===== src/rtl/prng_shift_ctrl.sv =====
// prng_shift_ctrl: two-requester front end for a 16-bit Galois LFSR.
// A granted requester gets one word produced by STEPS shift cycles; grants
// alternate by round-robin when both requesters are asking.
// Optional build macro: PRNG_SHIFT_CTRL_ZERO_GUARD_EN -- when defined, a seed
// of 16'h0000 is replaced by 16'h0001 on load so the LFSR cannot lock up.
module prng_shift_ctrl #(
  parameter int unsigned STEPS    = 16,
  parameter logic [15:0] TAPS     = 16'hB400,
  parameter logic [15:0] RST_SEED = 16'hACE1
) (
  input  logic        clk,
  input  logic        rst_n,
  input  logic        seed_load,
  input  logic [15:0] seed_in,
  input  logic [1:0]  req,
  output logic [1:0]  gnt,
  output logic [1:0]  done,
  output logic [15:0] rnd_out,
  output logic        busy
);

  // Counter must hold 0..STEPS-1; one extra value of headroom keeps the
  // free-running increment from wrapping before the DONE transition.
  localparam int CNT_W = (STEPS > 1) ? $clog2(STEPS + 1) : 1;
  localparam logic [CNT_W-1:0] CNT_LAST = CNT_W'(STEPS - 1);

  typedef enum logic [1:0] {
    ST_IDLE  = 2'd0,
    ST_SHIFT = 2'd1,
    ST_DONE  = 2'd2
  } state_e;

  state_e            fsm_q;
  logic [15:0]       lfsr_q;
  logic [CNT_W-1:0]  cnt_q;
  logic              ptr_q;     // index of the requester preferred on a tie
  logic [1:0]        gnt_q;
  logic [1:0]        done_q;
  logic [15:0]       rnd_q;
  logic              busy_q;

  logic [15:0]       seed_eff;
  logic [1:0]        win;

  // One Galois step: shift right, fold the taps back in when a 1 falls out.
  function automatic logic [15:0] lfsr_step(input logic [15:0] s);
    return (s >> 1) ^ (s[0] ? TAPS : 16'h0000);
  endfunction

`ifdef PRNG_SHIFT_CTRL_ZERO_GUARD_EN
  // An all-zero Galois LFSR never leaves zero, so substitute the smallest
  // non-zero seed instead.
  assign seed_eff = (seed_in == 16'h0000) ? 16'h0001 : seed_in;
`else
  assign seed_eff = seed_in;
`endif

  // Round-robin winner: a lone request always wins, a tie goes to ptr_q.
  // The two terms are mutually exclusive, so win is one-hot or zero.
  for (genvar gi = 0; gi < 2; gi++) begin : g_arb
    assign win[gi] = req[gi] & (~req[1-gi] | (ptr_q == 1'(gi)));
  end

  // Controller FSM; every output is a register updated here.
  always_ff @(posedge clk or negedge rst_n) begin
    if (!rst_n) begin
      fsm_q  <= ST_IDLE;
      lfsr_q <= RST_SEED;
      cnt_q  <= '0;
      ptr_q  <= 1'b0;
      gnt_q  <= 2'b00;
      done_q <= 2'b00;
      rnd_q  <= 16'h0000;
      busy_q <= 1'b0;
    end else begin
      // done is a single-cycle pulse; only the DONE state raises it.
      done_q <= 2'b00;
      case (fsm_q)
        ST_IDLE: begin
          if (seed_load) begin
            // Seeding wins over a same-cycle request; the request is simply
            // seen again on the next IDLE cycle.
            lfsr_q <= seed_eff;
          end else if (|req) begin
            gnt_q  <= win;
            cnt_q  <= '0;
            busy_q <= 1'b1;
            fsm_q  <= ST_SHIFT;
          end
        end
        ST_SHIFT: begin
          // seed_load is deliberately not looked at while a word is in flight.
          lfsr_q <= lfsr_step(lfsr_q);
          cnt_q  <= cnt_q + CNT_W'(1);
          if (cnt_q == CNT_LAST) begin
            fsm_q <= ST_DONE;
          end
        end
        ST_DONE: begin
          rnd_q  <= lfsr_q;
          done_q <= gnt_q;
          // Hand preference to whoever was not just served.
          ptr_q  <= gnt_q[0];
          gnt_q  <= 2'b00;
          busy_q <= 1'b0;
          fsm_q  <= ST_IDLE;
        end
        default: begin
          fsm_q  <= ST_IDLE;
          gnt_q  <= 2'b00;
          busy_q <= 1'b0;
        end
      endcase
    end
  end

  assign gnt     = gnt_q;
  assign done    = done_q;
  assign rnd_out = rnd_q;
  assign busy    = busy_q;

endmodule


===== config.mk =====
export PLATFORM = sky130hd
export DESIGN_NAME = prng_shift_ctrl
export DESIGN_NICKNAME = d
export VERILOG_FILES = /design/src/rtl/prng_shift_ctrl.sv
export SDC_FILE = /design/constraint.sdc
export NUM_CORES = 1
export LEC_CHECK = 0
export CAP_MARGIN = 20
export CORE_MARGIN = 3
export CORE_UTILIZATION = 37
export DETAILED_ROUTE_END_ITERATION = 6
export PLACE_DENSITY = 0.61
export SETUP_SLACK_MARGIN = 0.3
export SKIP_LAST_GASP = 1
export SLEW_MARGIN = 20
export SYNTH_ARGS = -nofsm -noshare
export SYNTH_HDL_FRONTEND = slang
export SYNTH_SLANG_ARGS = --single-unit
export TNS_END_PERCENT = 100

===== constraint.sdc =====
create_clock -name clk -period 1.8 [get_ports clk]
set_input_delay 0.45 -clock clk [delete_from_list [all_inputs] [get_ports clk]]
set_output_delay 0.45 -clock clk [all_outputs]
set_load 0.03 [all_outputs]

# Word-level counts from Yosys, hierarchy flattened

Cells that the tools add are included.

Register bits: 45

Bitwise logic cells: 9
Mux-type cells: 17
Add/subtract/negate cells: 1
Equality and inequality tests: 7
Reductions and logical operators: 7

Operators with widths:

| cell                                           | number |
|---|---|
| 2-to-1 mux 16 bit                              | 2 |
| one-hot mux 16 bit (2 select lines)            | 1 |
| XOR 15 x 16 -> 16 bit                          | 1 |
| 2-to-1 mux 2 bit                               | 6 |
| 2-to-1 mux 5 bit                               | 2 |
| one-hot mux 5 bit (2 select lines)             | 1 |
| AND reduction 3 bit                            | 3 |
| inequality test 2 bit (second input constant)  | 4 |
| one-hot mux 2 bit (2 select lines)             | 2 |
| adder 5 x 1 -> 5 bit (second input constant)   | 1 |
| == test 5 x 4 -> 1 bit (second input constant) | 1 |
| inverter 1 bit                                 | 4 |
| bitwise AND 1 bit                              | 2 |
| == test 2 x 1 -> 1 bit (second input constant) | 1 |
| == test 2 bit (second input constant)          | 1 |
| logical NOT 2 bit                              | 1 |
| 2-to-1 mux 1 bit                               | 2 |
| bitwise OR 1 bit                               | 2 |
| one-hot mux 1 bit (2 select lines)             | 1 |
| AND reduction 2 bit                            | 1 |
| nonzero test 2 bit                             | 1 |
| OR reduction 2 bit                             | 1 |

# Longest topological paths before layout

Gate-level depths: netlist (run 1).

Depth after elaboration: 6
Depth in mapped cells: 5

# Worst setup path before layout (run 1)

No wires, ideal clock.

Path type: reg-to-reg
Start point: register lfsr_q[0]
End point: register lfsr_q[12]
Cell stages (with the launch flop): 5
Clock period less this slack: 1289 ps
Setup slack: 511 ps
Arrival time: 1163 ps
Cell sequence: dfstp_2 > buf_1 > xnor2_1 > nor2_1 > a221o_1

Longest elaborated chain between the ends: 3

Ends and longest elaborated chain:

| element                             | line | RTL |
|---|---|---|
| start, declared                     | 34   | `logic [15:0] lfsr_q;` |
| start signal, assigned              | 93   | `lfsr_q <= lfsr_step(lfsr_q);` |
| 2-to-1 mux 16 bit                   | 47   | `return (s >> 1) ^ (s[0] ? TAPS : 16'h0000);` |
| XOR 15 x 16 -> 16 bit               | 47   |  |
| one-hot mux 16 bit (2 select lines) | 78   | `case (fsm_q)` |

No other way between the ends.
A chain may end at the register's enable or synchronous reset.

# Worst setup path after layout (run 1)

Start point: register gnt_q[0], in the netlist gnt[0]
End point: output gnt[0]

RTL lines:

| element                | line | RTL |
|---|---|---|
| start, declared        | 37   | `logic [1:0] gnt_q;` |
| start signal, assigned | 85   | `gnt_q <= win;` |
| end, declared          | 16   | `output logic [1:0] gnt,` |

No word-level cell between the ends.

==> results by group, run 1 <==
Status
  • Status: finished clean

Routing
  • Post-route ant nets: 0
  • Via Count: 1544
  • Drt drc: 0
  • Avg Vias per Cell: 5.234
  • Post-Route WL: 4559 um
  • 1st-pass router iterations: 4
  • DR iter-0 viols: 118
  • DR WL/cell: 15.45 um

Critical path
  • Critical Path RT: 1.35 ns
  • CP arrival: 1.04 ns
  • Number of cells on the critical path: 1
  • Crit start category: register
  • Slowest library cell on the worst path: clkdlybuf4s15_1
  • WS Path Type: register to output port
  • R2R depth: 5
  • Worst Path Buf+Inv: 1
  • Critical path's top delay family: buffers and inverters
  • Slowest stage delay, CP: 0.39 ns
  • Kind of end point of the critical path: output port
  • Largest driver fanout on the critical path: 3
  • Worst path cell trace: clkdlybuf4s15_1

Clock tree
  • Worst-Skew Late Latency: 0.29 ns
  • Max Root-Sink Buffers: 2
  • CTS clk-pin slew, worst paths: 0.08 ns
  • Clock sink total: 45
  • Post-CTS Setup Inserts: 0
  • TritonCTS Buffers: 5
  • CTS tree: built
  • Htree depth: 2
  • Hold-fix buffers, CTS: 0
  • Clock Root Buffer: clkbuf_8

Timing
  • Max Clock Skew: 0.006424 ns
  • Final setup fails: 0
  • Final period utilization: 0.8260
  • Slew HR: 0.7911
  • Final Max Tran Viols: 0
  • Unrepaired setup endpoints after global routing: yes
  • Max frequency: 672.5 MHz
  • Final Hold Vio Count: 0
  • Post-route minimum period: 1.487 ns
  • Hold WS: 0.1226 ns
  • Least-Margin Pin Slew: 0.3145 ns

Place
  • PortBufs: 41
  • Placed cell count: 287
  • Detailed placement HPWL: 3265 um
  • RePlAce Congestion: 0.7830

Cells and area
  • Final Util: 0.5063
  • Nets@finish: 247
  • FILL cells: 463
  • Register area: 1137 um2
  • Multi-input combinational cell area: 818.3 um2
  • Final Non-Filler Cells: 295
  • Area growth syn-to-layout: 30.32%
  • Share of layout cells above drive strength 1: 0.2267
  • Ant diodes: 0
  • Most used cells in the layout excluding fill and tap cells: 36 x dfrtp_1, 18 x clkdlybuf4s50_1, 17 x a21oi_1
  • Most common cell after layout, fill and taps aside: dfrtp_1

Floorplan
  • # IOs: 42
  • Die area: 6351 um2
  • Core area: 5172 um2
  • Starting Density: 0.3885
  • Die W: 79.70 um
  • DIE HEIGHT: 79.70 um
  • Core Rows: 26

Synthesis
  • Seq/Total Area, Yosys: 0.5654
  • Yosys cell types: 33
  • Post-Synthesis Cells: 174
  • Post-synthesis register bit count: 45
  • Syn_area_per_cell: 11.55 um2
  • Mapped Nets: 197
  • Synthesized cell area: 2009 um2
  • Yosys warning count: 0

Global routing
  • Number of global-route vias before repair: 1579
  • Met3 Track Usage GR: 0.03047
  • Tot GR Track Use: 0.1558
  • Largest net degree at the start of global routing: 46
  • GRT busiest layer: met2
  • GR Util met1: 0.2088
  • Met2 usage: 0.2513
  • Initial antenna violation count: 0
  • First-pass GRT wire length: 7645 um
  • Total grt overflow: 0

Power
  • Combinational share of power: 0.380
  • Switching Share: 0.3642
  • Clock share of power: 0.175
  • Internal Dissipation: 2448 uW
  • Psw: 1403 uW
  • Power density over the cells: 1470 nW/um2
  • Sequential share of power: 0.445
  • VDD IR-drop max: 0.5922 mV
  • Static Leakage: 0.001172 uW

Job
  • Max Cap Viol: 0

Min path
  • Min-delay worst type: input port to async pin
==> per-layer routing <==
layer,routed length [um],part of all wire,up-vias
met5,0,0,-
met4,36,0.0079,0
met3,209,0.046,4
met2,2309,0.51,46
met1,2003,0.44,771
li1,-,-,723
==> cells by family (layout without fill, tap and decap cells) <==
logic type	Yosys count	count (layout)	share of synthesized area
adder cells (fa/ha/maj)	2	2	0.01245
buffers and inverters	13	64	0.02989
multiplexers	17	17	0.09527
AND/OR/NAND/NOR	37	37	0.1071
XOR/XNOR	3	3	0.01308
AO/OA/AOI/OAI	57	57	0.1768
flip-flops	45	45	0.5654
==> cell usage after synthesis, drive strengths merged <==
master	number	area [um2]
xnor2	3	26.28
a21o	3	22.52
nor3	1	5.000
a22oi	13	97.59
ha	2	25.02
o22ai	1	6.260
a21oi	17	85.08
and3	4	25.02
o21ai	16	80.08
and2	1	6.260
nor2	5	18.77
buf	8	41.29
nand2b	4	25.02
nand2	3	13.77
clkbuf	2	7.510
inv	3	11.26
nand3	3	15.01
o2bb2ai	1	8.760
a22o	1	8.760
dfrtp	37	925.9
o21bai	1	7.510
nor3b	1	12.51
a221o	3	30.03
mux2	17	191.4
nor2b	15	93.84
a211o	1	8.760
dfstp	8	210.2
==> power by group through the flow <==
stage	clock, uW	combinational (uW)	sequential (uW)
after floorplan	0	861	1820
after global placement	0	1480	1720
after detailed placement	0	1540	1730
after CTS	696	1490	1720
after global routing	742	1620	1780
final	672	1460	1710
==> path summary, 6_finish.rpt <==
path                                   from          end  slack [ns]
worst max-delay path                 gnt[0]       gnt[0]        0.31
max in group asynchronous             rst_n    lfsr_q[0]        1.40
min in group clk                rnd_out[10]  rnd_out[10]        0.49
worst min register to register  rnd_out[10]  rnd_out[10]        0.49
worst min-delay path                  rst_n  rnd_out[12]        0.12
worst max register to register     cnt_q[1]     fsm_q[0]        0.45
==> sequential cells by signal, indices dropped and copies added (netlist names) <==
name     cells
gnt          2
ptr_q        1
busy         1
rnd_out     16
fsm_q        2
cnt_q        5
done         2
lfsr_q      16
==> through the flow <==
step	TNS [ns]	instance area, um2	total power [uW]	worst slack [ns]
3_5_place_dp	-0.03623	2556	3278	-0.03623
3_3_place_gp	0	2556	3202	0.02389
5_1_grt	0	2619	4142	0.2628
2_1_floorplan	0	2009	2680	0.5107
6_report	0	2619	3851	0.3131
4_1_cts	0	2643	3901	0.2659
==> final cells by class <==
class,instances,area share
sequential,45,0.4343
tap,70,0.03344
inverter,3,0.004300
multi-input combinational,116,0.3125
clock buffer,7,0.03679
clock inverter,1,0.001911
timing repair buffer,53,0.1768
==> timing repair <==
action	in CTS	in global routing
endpoints found under the hold margin	0	0
resized for setup	32	23
endpoints found under the setup margin	38	35
Power figures use the tool's default switching activity.
==> run 2, diff against run 1 <==
- clock period: 1.8 -> 1.5 ns (I/O delays scaled with it)
==> results by group, run 2 (same netlist as run 1, synthesis figures left out) <==
Timing
  • Final Max Tran Viols: 0 (unchanged)
  • Final worst slack: 0.2383 ns (-0.07481 ns)
  • Least-Margin Pin Slew: 0.2500 ns (-0.06450 ns)
  • Slew HR: 0.8333 (+0.04218)
  • Post-route setup TNS: 0 ns (unchanged)
  • Post-route minimum period: 1.262 ns
  • Max frequency: 792.6 MHz
  • Unrepaired setup endpoints after global routing: yes
  • Final period utilization: 0.8411
  • Final setup fails: 0 (unchanged)
  • Final Hold Vio Count: 0 (unchanged)
  • Max Clock Skew: 0.004200 ns (-0.002223 ns)
  • Hold WS: 0.04636 ns (-0.07623 ns)

Place
  • Detailed placement HPWL: 3413 um (+4.6%)
  • RePlAce Congestion: 0.7285 (-7.0%)
  • PortBufs: 41 (unchanged)
  • Place WS: -0.2611 ns (-0.2249 ns)
  • Cell Area, Placed: 2601 um2 (+1.8%)

Routing
  • 1st-pass router iterations: 5 (+1)
  • DR iter-0 viols: 113 (-4.2%)
  • DR WL/cell: 16.07 um (+4.0%)
  • Avg Vias per Cell: 5.239 (about the same)
  • Via Count: 1666 (+7.9%)
  • Post-route ant nets: 0 (unchanged)
  • Post-Route WL: 5110 um (+12%)
  • Drt drc: 0 (unchanged)

Clock tree
  • Clock sink total: 45 (unchanged)
  • Clock Root Buffer: clkbuf_8
  • CTS clk-pin slew, worst paths: 0.08 ns (about the same)
  • CTS tree: built
  • TritonCTS Buffers: 5 (unchanged)
  • Htree depth: 2 (unchanged)
  • Max Root-Sink Buffers: 2 (unchanged)
  • Worst-Skew Late Latency: 0.29 ns (about the same)

Critical path
  • CP arrival: 1.44 ns (+0.40 ns)
  • Slowest stage delay, CP: 0.47 ns (+0.08 ns)
  • Critical Path RT: 1.68 ns (+0.33 ns)
  • Crit start category: register
  • Slowest library cell on the worst path: dfrtp_2
  • Worst path cell trace: inv_2, nand2_2, buf_12, mux2_1
  • WS Path Type: register to register
  • Reg2reg setup slack: 0.24 ns (-0.21 ns)
  • Largest driver fanout on the critical path: 16 (+13)
  • Kind of end point of the critical path: register

Global routing
  • Number of global-route vias before repair: 1790 (+13%)
  • First-pass GRT wire length: 8618 um (+13%)
  • Largest net degree at the start of global routing: 46 (unchanged)
  • Total grt overflow: 0 (unchanged)
  • Tot GR Track Use: 0.1767 (+0.02091)
  • Initial antenna violation count: 0 (unchanged)

Power
  • Switching Share: 0.3541 (-0.01011)
  • Internal Dissipation: 3445 uW (+41%)
  • VDD IR-drop max: 0.6388 mV (+7.9%)
  • Clock share of power: 0.176 (about the same)
  • Combinational share of power: 0.425 (+0.045)
  • Power density over the cells: 1783 nW/um2 (+21%)
  • Sequential share of power: 0.399 (-0.046)
  • Static Leakage: 0.001329 uW (+13%)
  • Psw: 1889 uW (+35%)

Cells and area
  • Most used cells in the layout excluding fill and tap cells: 35 x dfrtp_1, 32 x buf_4, 22 x buf_6
  • Fin area: 2992 um2 (+14%)
  • Share of layout cells above drive strength 1: 0.4113 (+0.1846)
  • Most common cell after layout, fill and taps aside: dfrtp_1
  • Nets@finish: 270 (+9.3%)
  • Area growth syn-to-layout: 48.88%
  • Ant diodes: 0 (unchanged)

Floorplan
  • # IOs: 42 (unchanged)
  • DIE HEIGHT: 79.70 um (unchanged)
  • Core Rows: 26 (unchanged)
  • Starting Density: 0.3885 (unchanged)
  • Die W: 79.70 um (unchanged)
  • Die area: 6351 um2 (unchanged)
  • Core area: 5172 um2 (unchanged)

Job
  • Max Cap Viol: 0 (unchanged)

Min path
  • Min-delay worst type: input port to async pin

Status
  • Status: finished clean
run 2: cell types whose count changed in the layout (fill, tap and decap cells not counted), sizes merged:
cell,before,now
clkinv,1,0
clkbuf,16,7
buf,13,57
clkdlybuf4s50,18,16
bufinv,0,1
clkdlybuf4s15,12,0
dlygate4sd2,1,3
run 2: power groups by stage:
stage                     registers (uW)  logic, uW  clock network (uW)
after detailed placement            2110       1860                   0
after CTS                           2100       2160                 956
final                               2130       2270                 939
after global routing                2200       2460                1020
after global placement              2070       1770                   0
after floorplan                     2180       1040                   0
run 2: critical path: cells and delay by family (launching register included):
| family | cells | cell delay (ns) |
|---|---|---|
| flops | 1 | 0.47 |
| simple gates | 1 | 0.08 |
| mux | 1 | 0.32 |
| buf+inv | 2 | 0.27 |
run 2: cell type report:
class                   instances  area, um2
clock buffers                   7      86.33
well taps                      70      87.58
fillers                       434       2181
multi-input cells             116      918.4
repair buffers                 76      719.4
inverters                       3      11.26
clock inverters                 1      30.03
flip-flops and latches         45       1139
run 2: what timing repair did:
| item | in CTS | in global routing |
|---|---|---|
| buffers inserted | 17 | 2 |
| gates resized for setup | 163 | 16 |
| setup endpoints to repair | 64 | 62 |
| hold buffers | 0 | 0 |
| pin swaps | 6 | 1 |
run 2: per-layer routing:
| metal | wire length (um) | global-route usage |
|---|---|---|
| met5 | 0 | 0 |
| met4 | 60 | 0.05326 |
| met3 | 234 | 0.04063 |
| met2 | 2617 | 0.2972 |
| met1 | 2198 | 0.2254 |
run 2: final timing paths:
kind                            startpoint         end  cells after the start
worst max-delay path              fsm_q[0]  rnd_out[9]                      4
worst max register to register    fsm_q[0]  rnd_out[9]                      4
worst min-delay path                 rst_n  lfsr_q[12]                      2
worst min register to register    cnt_q[4]    cnt_q[4]                      1
min in group clk                  cnt_q[4]    cnt_q[4]                      1
max in group asynchronous            rst_n   lfsr_q[0]                      2
run 2: stage by stage:
step           utilization  total power, uW  std cells
6_report            0.5784             5334        318
5_1_grt             0.5784             5679        318
4_1_cts             0.5631             5211        316
3_5_place_dp        0.5029             3967        291
3_3_place_gp        0.5029             3845        291
2_1_floorplan            -             3221        174
